==> src/rtl/cache_axi_wr_sched.sv <==
`default_nettype none
// ============================================================================
// Module   : cache_axi_wr_sched
// Purpose  : AXI write-channel scheduler for the cache complex. Arbitrates the
//            AW requests of N_SRC write-capable sources (0 = I$, 1 = bypass,
//            2 = D$) round-robin, records the granted order in a small FIFO so
//            W beats are forwarded strictly in AW order, limits per-source
//            outstanding writes to MAX_OUT, and routes B responses back by
//            the ID-decoded source index.
// Ports    : clk_i/rst_i            clock, synchronous active-high reset
//            src_aw_* / mst_aw_*    AW handshakes, aw_sel_o steers AW data mux
//            src_w_*  / mst_w_*     W handshakes, w_sel_o steers W data mux
//            mst_b_* / b_src_i      B response from memory side
//            src_b_*                per-source B handshakes
//            busy_o                 writes in flight
//            err_o                  sticky flag: B arrived for no known write
// Revision : 1.0 - initial release
// ============================================================================
module cache_axi_wr_sched #(
    parameter int N_SRC   = 3,
    parameter int DEPTH   = 4,
    parameter int MAX_OUT = 4
) (
    input  logic             clk_i,
    input  logic             rst_i,
    input  logic [N_SRC-1:0] src_aw_valid_i,
    output logic [N_SRC-1:0] src_aw_ready_o,
    output logic             mst_aw_valid_o,
    input  logic             mst_aw_ready_i,
    output logic [1:0]       aw_sel_o,
    input  logic [N_SRC-1:0] src_w_valid_i,
    input  logic [N_SRC-1:0] src_w_last_i,
    output logic [N_SRC-1:0] src_w_ready_o,
    output logic             mst_w_valid_o,
    output logic             mst_w_last_o,
    input  logic             mst_w_ready_i,
    output logic [1:0]       w_sel_o,
    input  logic             mst_b_valid_i,
    input  logic [1:0]       b_src_i,
    output logic             mst_b_ready_o,
    output logic [N_SRC-1:0] src_b_valid_o,
    input  logic [N_SRC-1:0] src_b_ready_i,
    output logic             busy_o,
    output logic             err_o
);

    localparam int                c_CNT_W   = $clog2(MAX_OUT + 1);
    localparam int                c_PTR_W   = (DEPTH > 1) ? $clog2(DEPTH) : 1;
    localparam logic [c_CNT_W-1:0] c_MAX_OUT = c_CNT_W'(MAX_OUT);
    localparam logic [c_PTR_W:0]   c_DEPTH   = (c_PTR_W + 1)'(DEPTH);
    localparam logic [c_PTR_W-1:0] c_LAST    = c_PTR_W'(DEPTH - 1);

    // Write-order FIFO: holds the source index of every accepted AW whose
    // W burst has not yet completed.
    logic [1:0]         r_fifo_mem [DEPTH];
    logic [c_PTR_W-1:0] r_wr_ptr;
    logic [c_PTR_W-1:0] r_rd_ptr;
    logic [c_PTR_W:0]   r_fifo_cnt;

    logic [c_CNT_W-1:0] r_cnt [N_SRC];
    logic [1:0]         r_rr_ptr;
    logic               r_lock;
    logic [1:0]         r_lock_sel;
    logic               r_err;

    logic               w_fifo_empty;
    logic               w_fifo_full;
    logic [1:0]         w_head;
    logic [N_SRC-1:0]   w_eligible;
    logic               w_arb_valid;
    logic [1:0]         w_arb_sel;
    logic               w_grant_valid;
    logic [1:0]         w_grant;
    logic               w_aw_hs;
    logic               w_w_pop;
    logic               w_b_bad;
    logic               w_b_hs;
    logic               w_b_err;
    logic               w_cnt_busy;
    int                 v_best;
    int                 v_dist;

    assign w_fifo_empty = (r_fifo_cnt == '0);
    assign w_fifo_full  = (r_fifo_cnt == c_DEPTH);
    assign w_head       = r_fifo_mem[r_rd_ptr];

    // A full FIFO blocks every source, even if a pop happens this cycle:
    // eligibility only looks at registered occupancy.
    for (genvar g = 0; g < N_SRC; g++) begin : g_elig
        assign w_eligible[g] = src_aw_valid_i[g] && (r_cnt[g] < c_MAX_OUT) && !w_fifo_full;
    end

    // Round-robin: pick the eligible source with the smallest forward
    // distance from the rotating pointer.
    always_comb begin
        w_arb_valid = 1'b0;
        w_arb_sel   = 2'd0;
        v_best      = N_SRC;
        v_dist      = 0;
        for (int i = 0; i < N_SRC; i++) begin
            v_dist = (i + N_SRC - int'(r_rr_ptr)) % N_SRC;
            if (w_eligible[i] && (v_dist < v_best)) begin
                v_best      = v_dist;
                w_arb_valid = 1'b1;
                w_arb_sel   = 2'(i);
            end
        end
    end

    // Once AW is presented without ready, the grant is frozen so the AW
    // payload stays stable until the handshake.
    assign w_grant_valid = r_lock || w_arb_valid;
    assign w_grant       = r_lock ? r_lock_sel : w_arb_sel;

    // A B is unexpected if its source is out of range or has nothing open.
    always_comb begin
        w_b_bad = 1'b1;
        for (int i = 0; i < N_SRC; i++) begin
            if (b_src_i == 2'(i)) begin
                w_b_bad = (r_cnt[i] == '0);
            end
        end
    end

    always_comb begin
        w_cnt_busy = 1'b0;
        for (int i = 0; i < N_SRC; i++) begin
            if (r_cnt[i] != '0) begin
                w_cnt_busy = 1'b1;
            end
        end
    end

    // Output muxing; everything is forced quiet while reset is asserted.
    always_comb begin
        src_aw_ready_o = '0;
        mst_aw_valid_o = 1'b0;
        aw_sel_o       = 2'd0;
        src_w_ready_o  = '0;
        mst_w_valid_o  = 1'b0;
        mst_w_last_o   = 1'b0;
        w_sel_o        = 2'd0;
        src_b_valid_o  = '0;
        mst_b_ready_o  = 1'b0;
        if (!rst_i) begin
            if (w_grant_valid) begin
                mst_aw_valid_o = 1'b1;
                aw_sel_o       = w_grant;
            end
            if (!w_fifo_empty) begin
                w_sel_o = w_head;
            end
            for (int i = 0; i < N_SRC; i++) begin
                if (w_grant_valid && (w_grant == 2'(i))) begin
                    src_aw_ready_o[i] = mst_aw_ready_i;
                end
                if (!w_fifo_empty && (w_head == 2'(i))) begin
                    mst_w_valid_o    = src_w_valid_i[i];
                    mst_w_last_o     = src_w_last_i[i];
                    src_w_ready_o[i] = mst_w_ready_i;
                end
            end
            if (mst_b_valid_i) begin
                if (w_b_bad) begin
                    mst_b_ready_o = 1'b1;
                end else begin
                    for (int i = 0; i < N_SRC; i++) begin
                        if (b_src_i == 2'(i)) begin
                            src_b_valid_o[i] = 1'b1;
                            mst_b_ready_o    = src_b_ready_i[i];
                        end
                    end
                end
            end
        end
    end

    assign w_aw_hs = mst_aw_valid_o && mst_aw_ready_i;
    assign w_w_pop = mst_w_valid_o && mst_w_ready_i && mst_w_last_o;
    assign w_b_hs  = mst_b_valid_i && mst_b_ready_o && !w_b_bad;
    assign w_b_err = !rst_i && mst_b_valid_i && w_b_bad;

    assign busy_o = !rst_i && (!w_fifo_empty || w_cnt_busy);
    assign err_o  = !rst_i && r_err;

    // FIFO storage needs no reset; validity is tracked by the counters.
    always_ff @(posedge clk_i) begin
        if (!rst_i && w_aw_hs) begin
            r_fifo_mem[r_wr_ptr] <= w_grant;
        end
    end

    always_ff @(posedge clk_i) begin
        if (rst_i) begin
            r_wr_ptr   <= '0;
            r_rd_ptr   <= '0;
            r_fifo_cnt <= '0;
            r_rr_ptr   <= 2'd0;
            r_lock     <= 1'b0;
            r_lock_sel <= 2'd0;
            r_err      <= 1'b0;
            for (int i = 0; i < N_SRC; i++) begin
                r_cnt[i] <= '0;
            end
        end else begin
            if (w_aw_hs) begin
                r_wr_ptr <= (r_wr_ptr == c_LAST) ? '0 : r_wr_ptr + 1'b1;
                r_rr_ptr <= (w_grant == 2'(N_SRC - 1)) ? 2'd0 : w_grant + 2'd1;
                r_lock   <= 1'b0;
            end else if (mst_aw_valid_o) begin
                r_lock     <= 1'b1;
                r_lock_sel <= w_grant;
            end
            if (w_w_pop) begin
                r_rd_ptr <= (r_rd_ptr == c_LAST) ? '0 : r_rd_ptr + 1'b1;
            end
            if (w_aw_hs && !w_w_pop) begin
                r_fifo_cnt <= r_fifo_cnt + 1'b1;
            end else if (!w_aw_hs && w_w_pop) begin
                r_fifo_cnt <= r_fifo_cnt - 1'b1;
            end
            if (w_b_err) begin
                r_err <= 1'b1;
            end
            // Same-cycle AW and B for one source cancel out.
            for (int i = 0; i < N_SRC; i++) begin
                if ((w_aw_hs && (w_grant == 2'(i))) && !(w_b_hs && (b_src_i == 2'(i)))) begin
                    r_cnt[i] <= r_cnt[i] + 1'b1;
                end else if (!(w_aw_hs && (w_grant == 2'(i))) && (w_b_hs && (b_src_i == 2'(i)))) begin
                    r_cnt[i] <= r_cnt[i] - 1'b1;
                end
            end
        end
    end

endmodule
`default_nettype wire

==> config.mk <==
export PLATFORM = sky130hd
export DESIGN_NAME = cache_axi_wr_sched
export DESIGN_NICKNAME = d
export VERILOG_FILES = /design/src/rtl/cache_axi_wr_sched.sv
export SDC_FILE = /design/constraint.sdc
export NUM_CORES = 1
export LEC_CHECK = 0
export CAP_MARGIN = 20
export CORE_UTILIZATION = 55
export CTS_CLUSTER_DIAMETER = 100
export DETAILED_ROUTE_END_ITERATION = 10
export GPL_ROUTABILITY_DRIVEN = 0
export PLACE_DENSITY_LB_ADDON = 0.3
export RECOVER_POWER = 25
export SYNTH_ARGS = -nofsm -noshare
export SYNTH_HDL_FRONTEND = slang
export SYNTH_SLANG_ARGS = --single-unit
==> constraint.sdc <==
create_clock -name clk_i -period 16.15 [get_ports clk_i]
set_input_delay 3.23 -clock clk_i [delete_from_list [all_inputs] [get_ports clk_i]]
set_output_delay 3.23 -clock clk_i [all_outputs]
set_load 0.005 [all_outputs]
==> results of run 1 <==
## logic make-up after synthesis
kind of cell,synth area share (%)
xor+xnor,2.89
buf+inv,4.73
flops,29.7
fa+ha+maj,16.9
mux,5.74
simple gates,23.3
compound gates,16.7
## layer usage
metal | up-vias | GRT usage [%] | share of wire [%]
li1 | 1155 | - | -
met1 | 1077 | 31.6 | 47
met2 | 34 | 40.4 | 48
met3 | 11 | 4.72 | 3.0
met4 | 0 | 7.41 | 1.7
met5 | - | 0 | 0
## registers in the layout (all words and copies together) (netlist names), named ones only
name	count
r_rr_ptr	2
r_err	1
r_rd_ptr	2
r_fifo_cnt	3
r_wr_ptr	2
r_lock	1
r_fifo_mem	8
r_lock_sel	2
r_cnt	9
## path summary, 6_finish.rpt
kind / from / end
worst max-delay path: src_aw_valid_i[0] / aw_sel_o[1]
worst min-delay path: r_fifo_cnt[2] / r_fifo_cnt[2]
worst max register to register: r_rr_ptr[1] / r_cnt[1][2]
worst min register to register: r_fifo_cnt[2] / r_fifo_cnt[2]
## synth_stat cells (all sizes together), types with 8 or more instances
master / n / area share (%)
ha: 32 / 15
nor2: 28 / 3.9
inv: 27 / 3.7
a21oi: 23 / 4.4
nand2: 20 / 2.8
edfxtp: 17 / 19
dfxtp: 15 / 11
o21ai: 11 / 2.0
mux2i: 10 / 3.7
nor2b: 9 / 2.1
nor3: 9 / 2.1
nand2b: 8 / 1.8
## power by group through the flow
stage	Combinational, W	Clock, W	Sequential [W]
finish	0.000341	0.0000610	0.000141
global route	0.000385	0.0000658	0.000145
CTS	0.000349	0.0000614	0.000141
detailed placement	0.000346	0	0.000143
global placement	0.000336	0	0.000142
floorplan	0.000264	0	0.000137
## final cells by class
type	count	area, sq um	area share (%)
clock buffer	6	72.6	2.25
clock inverter	2	12.5	0.388
inverter	27	101	3.14
multi-input combinational	234	1770	54.9
sequential	32	811	25.1
tap	67	83.8	2.60
timing repair buffer	38	374	11.6
## through the flow
stage	total power [W]	instance area (sq um)	hold slack, ps	utilization (%)	instances
2_1_floorplan	0.000402	2730	472	-	298
3_3_place_gp	0.000478	3160	487	66.5	398
3_5_place_dp	0.000489	3160	503	66.5	398
4_1_cts	0.000551	3250	515	68.3	406
5_1_grt	0.000596	3230	535	67.9	406
6_report	0.000544	3230	517	67.9	406
## worst min-delay path, cell delays in order (launching register included)
cell and delay, ps:
sky130_fd_sc_hd__dfxtp_1 330, sky130_fd_sc_hd__o21ai_0 80, sky130_fd_sc_hd__a21oi_1 60
==> impl_metrics.toml, run 1 <==
[status]
run_status = "finished, final reports clean"

[critical_path]
r2r_setup_slack_ps = 9480
cp_data_required_time_ps = 12920
cp_cell_sequence = "dlygate4sd3_1, nand2b_1, nor3_1, ha_1, o21bai_1, a2111oi_0, or2_0, nand2b_1, ha_1, a41oi_1, o21ai_0, a21oi_1, nand2_1, o41ai_1, nand2_1, a21oi_1, clkdlybuf4s50_1"
crit_path_max_fanout = 8
critical_path.max_stage_delay_ps = 580
timing.critical_path.slowest_stage_cell = "sky130_fd_sc_hd__o41ai_1"
critPathBufInv = 2
kind_of_end_point_of_the_critical_path = "output port"
worst-setup-path-type = "in2out"
arrival_ps = 8240
path_delay_family = "compound AO/OA/AOI/OAI gates"
crit_cells = 17
ff2ff_path_depth = 22
start_kind = "input pin"

[timing]
rsz0062_at_grt = "no"
worst_pin_slew_ps = 1310
finalWorstSetupSlack_ps = 4680
period_minus_slack_ps = 11470
finalSetupViolCount = 0
finalClockSkew_ps = 7.30
setup_tns_ps = 0
timing.final.hold_violations = 0
maxSlewHeadroom_pct = 12.7
max_freq_mhz = 87.2
maxSlewViolCount = 0
layout_worst_path_cycle_share_pct = 71.0

[synthesis]
syn_inst = 298
count_of_flip_flops_with_a_built_in_enable_after_synthesis = 17
avgSynthCellArea_sq_um = 9.15
postSynth.asyncResetShare_pct = 0
ffs_latches_synth = 32
synthesis.area_sq_um = 2730
synth_cell_types = 63
synth.net_count = 352
ys_seq_area_share_pct = 29.7
synth_ff_type = "sky130_fd_sc_hd__edfxtp_1"
synth_warn = 0

[pwr]
clock_network_fraction_of_total_power_pct = 11.2
vdd.ir_drop.worst_v = 0.000115
seq_power_share_pct = 26.0
leakage_nw = 1.31
sw_frac_of_total_pct = 45.3
p_comb_share_pct = 62.8
p_per_area_nw_per_um2 = 168
internal_w = 0.000297
switch_pwr_w = 0.000247

[cells_and_area]
final_cell_mix = "34 x sky130_fd_sc_hd__clkdlybuf4s50_1, 32 x sky130_fd_sc_hd__ha_1, 28 x sky130_fd_sc_hd__nor2_1"
nets_finish = 392
mostFrequentLayoutCell = "sky130_fd_sc_hd__clkdlybuf4s50_1"
n_fill_cell = 370
num_antenna_cells = 0
final_layout_size_suffix_gt1_share_pct = 7.37
area.growth.synth_to_final_pct = 18.4

[job]
maxCapViolCount = 0

[cts]
hold_buffers = 0
clk_root_buffer_cell = "sky130_fd_sc_hd__clkbuf_8"
post_cts_buffers = 0
cts_made_buffers = 5
cts.sink_count = 32
clkSlewWorstSetupHoldPaths_ps = 70
cts_buffer_depth = 2
h_tree_depth = 2
post_cts_resize_count = 0
clock_latency_ps = 290
cts_tree = "built"

[global_routing]
track_usage_pct = 24.2
grt_max_degree = 30
first_global_vias = 2081
grt_antenna_before_repair = 0
global_route.overflow_total = 0
grt_first_pass_wirelength_um = 9670

[placement]
hpwlAfterDp_um = 4740
dpl_worst_slack_ps = 5100
port-buffer-count = 37

[route]
vias = 2277
route.detailed.vias_per_inst = 5.61
firstDrtPassIters = 4
finalWirelength_um = 6000
drc_errors = 0
detail-route-antenna-nets = 0
drt_iter0_markers = 78
avg_wl_per_cell_um = 14.8

[min_path]
min_delay_path_depth = 2
holdCritPathClass = "reg2reg"

[floorplan]
die_width_um = 72.4
initial_core_util_pct = 57.3
floorplan.rows = 25
die_height_um = 72.4
fp.coreArea_sq_um = 4750
pin_count = 38
dieArea_sq_um = 5240
(Power assumes the default switching activity.)
==> run 2, diff against run 1 <==
clock period = 11.2 ns   (was 16.15 ns; I/O delays follow)
==> run 2 against run 1 <==
Sequential cell count stayed put. Cell count stayed put. Critical path type unchanged. Largest power group unchanged. Cell area up 0.54%. Global-route usage grew 0.38 points. Wire length is 1.5% higher. Critical endpoint unchanged.
==> impl_metrics.toml, run 2 (synthesis gave the netlist of run 1 again) <==
[cells_and_area]
n_fill_cell = 384
regArea_sq_um = 811
final_cell_mix = "32 x sky130_fd_sc_hd__ha_1, 28 x sky130_fd_sc_hd__nor2_1, 26 x sky130_fd_sc_hd__inv_1"
num_antenna_cells = 0
nets_finish = 392
mostFrequentLayoutCell = "sky130_fd_sc_hd__ha_1"
largest_register_ffs = 9
largest_register = "r_cnt"
biggestRegsByFlops = "r_cnt (9), r_fifo_mem (8), r_fifo_cnt (3)"
area.growth.synth_to_final_pct = 19.0
final_layout_size_suffix_gt1_share_pct = 8.55
multi_input_comb_area_sq_um = 1790
fin_util_pct = 68.2

[cts]
cts_buffer_depth = 2
cts_tree = "built"
clock_latency_ps = 280
h_tree_depth = 2
cts.sink_count = 32
hold_buffers = 0
clk_root_buffer_cell = "sky130_fd_sc_hd__clkbuf_8"
cts_made_buffers = 5
post_cts_resize_count = 0
post_cts_buffers = 0
clkSlewWorstSetupHoldPaths_ps = 70

[placement]
dpl_worst_slack_ps = 2070
hpwlAfterDp_um = 4840
port-buffer-count = 37

[critical_path]
arrival_ps = 6930
crit_cells = 16
crit_path_max_fanout = 8
path_delay_family = "compound AO/OA/AOI/OAI gates"
critPathBufInv = 2
ff2ff_path_depth = 22
start_kind = "input pin"
cp_data_required_time_ps = 8960
worst-setup-path-type = "in2out"
kind_of_end_point_of_the_critical_path = "output port"
cp_cell_sequence = "clkdlybuf4s50_1, nand2b_1, nor3_1, ha_1, a2111oi_0, or2_1, nand2b_1, ha_1, a41oi_1, o21ai_0, a21oi_1, nand2_1, o41ai_2, nand2_1, a21oi_1, clkdlybuf4s50_1"
r2r_setup_slack_ps = 4780
critical_path.max_stage_delay_ps = 540
timing.critical_path.slowest_stage_cell = "sky130_fd_sc_hd__clkdlybuf4s50_1"

[timing]
worst_pin_slew_ps = 1330
worst_hold_slack_ps = 519
maxSlewHeadroom_pct = 11.6
layout_worst_path_cycle_share_pct = 81.9
finalWorstSetupSlack_ps = 2030
timing.final.hold_violations = 0
rsz0062_at_grt = "no"
setup_tns_ps = 0
finalClockSkew_ps = 5.48
period_minus_slack_ps = 9170
maxSlewViolCount = 0
finalSetupViolCount = 0
max_freq_mhz = 109

[route]
finalWirelength_um = 6090
route.detailed.vias_per_inst = 5.55
firstDrtPassIters = 4
detail-route-antenna-nets = 0
vias = 2255
drc_errors = 0
avg_wl_per_cell_um = 15.0
drt_iter0_markers = 140

[floorplan]
die_height_um = 72.4
floorplan.rows = 25
pin_count = 38
die_width_um = 72.4
dieArea_sq_um = 5240
initial_core_util_pct = 57.3
fp.coreArea_sq_um = 4750

[pwr]
total_design_power_w = 0.000796
p_per_area_nw_per_um2 = 245
leakage_nw = 1.36
vdd.ir_drop.worst_v = 0.000133

[status]
run_status = "finished, final reports clean"

[global_routing]
grt_antenna_before_repair = 0
first_global_vias = 2167
grt_max_degree = 30
global_route.overflow_total = 0
grt_first_pass_wirelength_um = 9870
track_usage_pct = 24.6

[min_path]
min_delay_path_depth = 2
holdCritPathClass = "reg2reg"

[job]
maxCapViolCount = 0
-- run 2: cell count changes in the layout (fill, tap and decap cells not counted), moves of 2 or more --
cell | before | now
sky130_fd_sc_hd__and2_0 | 2 | 0
sky130_fd_sc_hd__and2_1 | 4 | 6
sky130_fd_sc_hd__clkdlybuf4s50_1 | 34 | 23
sky130_fd_sc_hd__dlygate4sd3_1 | 3 | 14
-- run 2: area by class of cell --
class                      count  area share [%]
timing repair buffer          38            11.5
multi-input combinational    234            55.1
sequential                    32            25.0
inverter                      27            3.12
clock buffer                   5            2.12
tap                           67            2.58
clock inverter                 3           0.578
-- run 2: worst register-to-register path, stage by stage (launching register included) --
cell	delay, ps
sky130_fd_sc_hd__dfxtp_1	470
sky130_fd_sc_hd__inv_1	160
sky130_fd_sc_hd__ha_1	340
sky130_fd_sc_hd__nand3b_1	320
sky130_fd_sc_hd__ha_1	390
sky130_fd_sc_hd__nor2b_1	160
sky130_fd_sc_hd__o21bai_1	110
sky130_fd_sc_hd__a2111oi_0	520
sky130_fd_sc_hd__or2_1	350
sky130_fd_sc_hd__nand2b_1	160
sky130_fd_sc_hd__ha_1	350
sky130_fd_sc_hd__a41oi_1	260
sky130_fd_sc_hd__o21ai_0	150
sky130_fd_sc_hd__a21oi_1	200
sky130_fd_sc_hd__nand2_1	110
sky130_fd_sc_hd__o41ai_2	420
sky130_fd_sc_hd__nand2_1	340
sky130_fd_sc_hd__a21oi_2	380
sky130_fd_sc_hd__inv_1	110
sky130_fd_sc_hd__fa_1	420
sky130_fd_sc_hd__xnor2_1	230
sky130_fd_sc_hd__xnor2_1	150
sky130_fd_sc_hd__a21oi_1	50
-- run 2: metrics by stage --
step	cells	instance area [sq um]
floorplan	298	2730
global placement	398	3160
detailed placement	398	3160
CTS	406	3250
global route	406	3240
finish	406	3240
-- run 2: where the power goes --
part,internal [W],switching [W],total [W]
registers,0.000174,0.0000303,0.000204
logic,0.000216,0.000287,0.000503
clock network,0.0000433,0.0000457,0.0000890
-- run 2: path summary, 6_finish.rpt --
kind	start	end
min	r_fifo_cnt[2]	r_fifo_cnt[2]
min reg2reg	r_fifo_cnt[2]	r_fifo_cnt[2]
max reg2reg	r_rr_ptr[1]	r_cnt[1][2]
max	src_aw_valid_i[0]	aw_sel_o[1]
-- run 2: metal layers --
metal	track usage, %	routed length, um	part of all wire [%]	vias to the layer above
met3	3.33	185	3.0	6
met1	30.6	2830	47	1050
met5	0	0	0	-
met2	43.6	2990	49	40
li1	-	-	-	1159
met4	8.28	88	1.4	0
==> run 3, diff against run 2 <==
CORE_UTILIZATION = 50   (was 55)
clock period = 7.4 ns   (was 11.2 ns; I/O delays follow)
==> run 3 against run 2 <==
Sequential share of layout area down 0.58 points. Combinational power grew 64%. Critical path type unchanged. Worst setup slack worse by 1700 ps. Wire length down 4.2%. Clock skew is 1.1 ps higher. Die area up 9.7%. Via count grew 0.13%. Worst hold slack got worse by 11 ps. Power rose by 59%. Register-to-register slack got worse by 3200 ps. First-iteration DRC count shrank 26%.
==> impl_metrics.toml, run 3 (synthesis gave the netlist of run 1 again) <==
[cells_and_area]
nets_finish = 397
area.growth.synth_to_final_pct = 21.8
largest_register = "r_cnt"
fin_cells = 414
largest_register_ffs = 9
final_cell_mix = "32 x sky130_fd_sc_hd__ha_1, 28 x sky130_fd_sc_hd__nor2_1, 26 x sky130_fd_sc_hd__inv_1, 26 x sky130_fd_sc_hd__clkdlybuf4s50_1, 22 x sky130_fd_sc_hd__a21oi_1"
num_antenna_cells = 0
fin_util_pct = 64.2
final_layout_size_suffix_gt1_share_pct = 11.3
final_area_sq_um = 3320
mostFrequentLayoutCell = "sky130_fd_sc_hd__ha_1"
biggestRegsByFlops = "r_cnt (9), r_fifo_mem (8), r_fifo_cnt (3)"
n_fill_cell = 425

[timing]
period_minus_slack_ps = 7080
maxSlewViolCount = 0
finalSetupViolCount = 0
rsz0062_at_grt = "no"
layout_worst_path_cycle_share_pct = 95.7
timing.final.hold_violations = 0
maxSlewHeadroom_pct = 45.1
worst_pin_slew_ps = 821
max_freq_mhz = 141
finalClockSkew_ps = 6.58
setup_tns_ps = 0
finalWorstSetupSlack_ps = 317

[min_path]
timing.hold.worst_endpoint = "r_fifo_cnt[2]"
launch_point_of_the_worst_hold_path = "r_fifo_cnt[2]"
holdCritPathClass = "reg2reg"
min_delay_path_depth = 2

[placement]
dpl_worst_slack_ps = 90.9
placedCellCount = 406
placement.cell_area_sq_um = 3200
hpwlAfterDp_um = 4680
port-buffer-count = 37

[global_routing]
grt_max_degree = 21
global_route.overflow_total = 0
first_global_vias = 2065
grt_antenna_before_repair = 0
track_usage_pct = 22.4
grt_first_pass_wirelength_um = 9650

[route]
finalWirelength_um = 5840
drc_errors = 0
firstDrtPassIters = 4
drt_iter0_markers = 104
vias = 2258
detail-route-antenna-nets = 0
route.detailed.vias_per_inst = 5.45
avg_wl_per_cell_um = 14.1

[floorplan]
initial_core_util_pct = 52.7
fp.coreArea_sq_um = 5170
dieArea_sq_um = 5750
pin_count = 38
die_width_um = 75.8
floorplan.rows = 26
die_height_um = 75.8

[critical_path]
crit_path_max_fanout = 5
critPathBufInv = 3
arrival_ps = 5600
r2r_setup_slack_ps = 1560
ff2ff_path_depth = 24
kind_of_end_point_of_the_critical_path = "output port"
worst-setup-path-type = "in2out"
reg2reg_from = "r_rr_ptr[1]"
timing.critical_path.slowest_stage_cell = "sky130_fd_sc_hd__a311oi_1"
critical_path.max_stage_delay_ps = 510
cp_cell_sequence = "clkdlybuf4s50_1, nand2b_1, nor3_2, ha_1, a2111oi_2, or2_4, nand2b_1, ha_1, nand2_1, o21ai_0, a21oi_1, a311oi_1, o41ai_4, nand2_1, nand3_1, inv_1, clkdlybuf4s50_1"
cp_data_required_time_ps = 5920
rr_endpoint = "r_cnt[0][2]"
path_delay_family = "compound AO/OA/AOI/OAI gates"
start_kind = "input pin"

[pwr]
leakage_nw = 1.38
vdd.ir_drop.worst_v = 0.000220
p_per_area_nw_per_um2 = 382

[cts]
post_cts_resize_count = 0
cts_tree = "built"
cts_buffer_depth = 2
post_cts_buffers = 0
clock_latency_ps = 280
cts.sink_count = 32
hold_buffers = 0
h_tree_depth = 2
cts_made_buffers = 5
clkSlewWorstSetupHoldPaths_ps = 70
clk_root_buffer_cell = "sky130_fd_sc_hd__clkbuf_8"

[job]
maxCapViolCount = 0

[status]
run_status = "finished, final reports clean"
-- run 3: cell types whose count changed in the layout (fill, tap and decap cells not counted), sizes merged --
cell           change
buf                +5
clkdlybuf4s50      +3
dlygate4sd3        -3
-- run 3: where the power goes --
part	total [W]	switching (W)	internal (W)
Sequential	0.000308	0.0000452	0.000263
Combinational	0.000823	0.000450	0.000373
Clock	0.000136	0.0000708	0.0000655
Total	0.00127	0.000566	0.000701
-- run 3: layout make-up --
type                    instances  area (sq um)  share of cell area [%]
flip-flops and latches         32           811                    24.4
well taps                      70          87.6                    2.64
clock inverters                 3          18.8                   0.565
inverters                      27           101                    3.05
clock buffers                   5          68.8                    2.07
repair buffers                 43           412                    12.4
multi-input cells             234          1820                    54.9
-- run 3: through the flow --
stage,hold slack (ps),total power (W)
5_1_grt,538,0.00139
3_3_place_gp,485,0.00107
4_1_cts,504,0.00123
2_1_floorplan,472,0.000876
6_report,508,0.00127
3_5_place_dp,492,0.00109
-- run 3: how the worst max path moves through the flow --
stage	startpoint	endpoint	slack, ps	cells after the start
2_1_floorplan	src_aw_valid_i[0]	src_aw_ready_o[0]	1180	18
3_3_place_gp	src_aw_valid_i[0]	src_aw_ready_o[0]	190	18
3_5_place_dp	src_aw_valid_i[0]	src_aw_ready_o[0]	90	18
4_1_cts	src_aw_valid_i[0]	src_aw_ready_o[0]	80	18
5_1_grt	src_aw_valid_i[0]	src_aw_ready_o[0]	20	18
6_report	src_aw_valid_i[0]	src_aw_ready_o[0]	320	17
-- run 3: routing by layer --
metal	part of all wire, %	global-route usage [%]
met1	50	31.8
met3	2.4	3.57
met4	0.80	5.56
met5	0	0
met2	47	35.9
-- run 3: worst min-delay path: stages (launching register included) --
cell	delay [ps]
sky130_fd_sc_hd__dfxtp_1	330
sky130_fd_sc_hd__o21ai_0	80
sky130_fd_sc_hd__a21oi_1	60
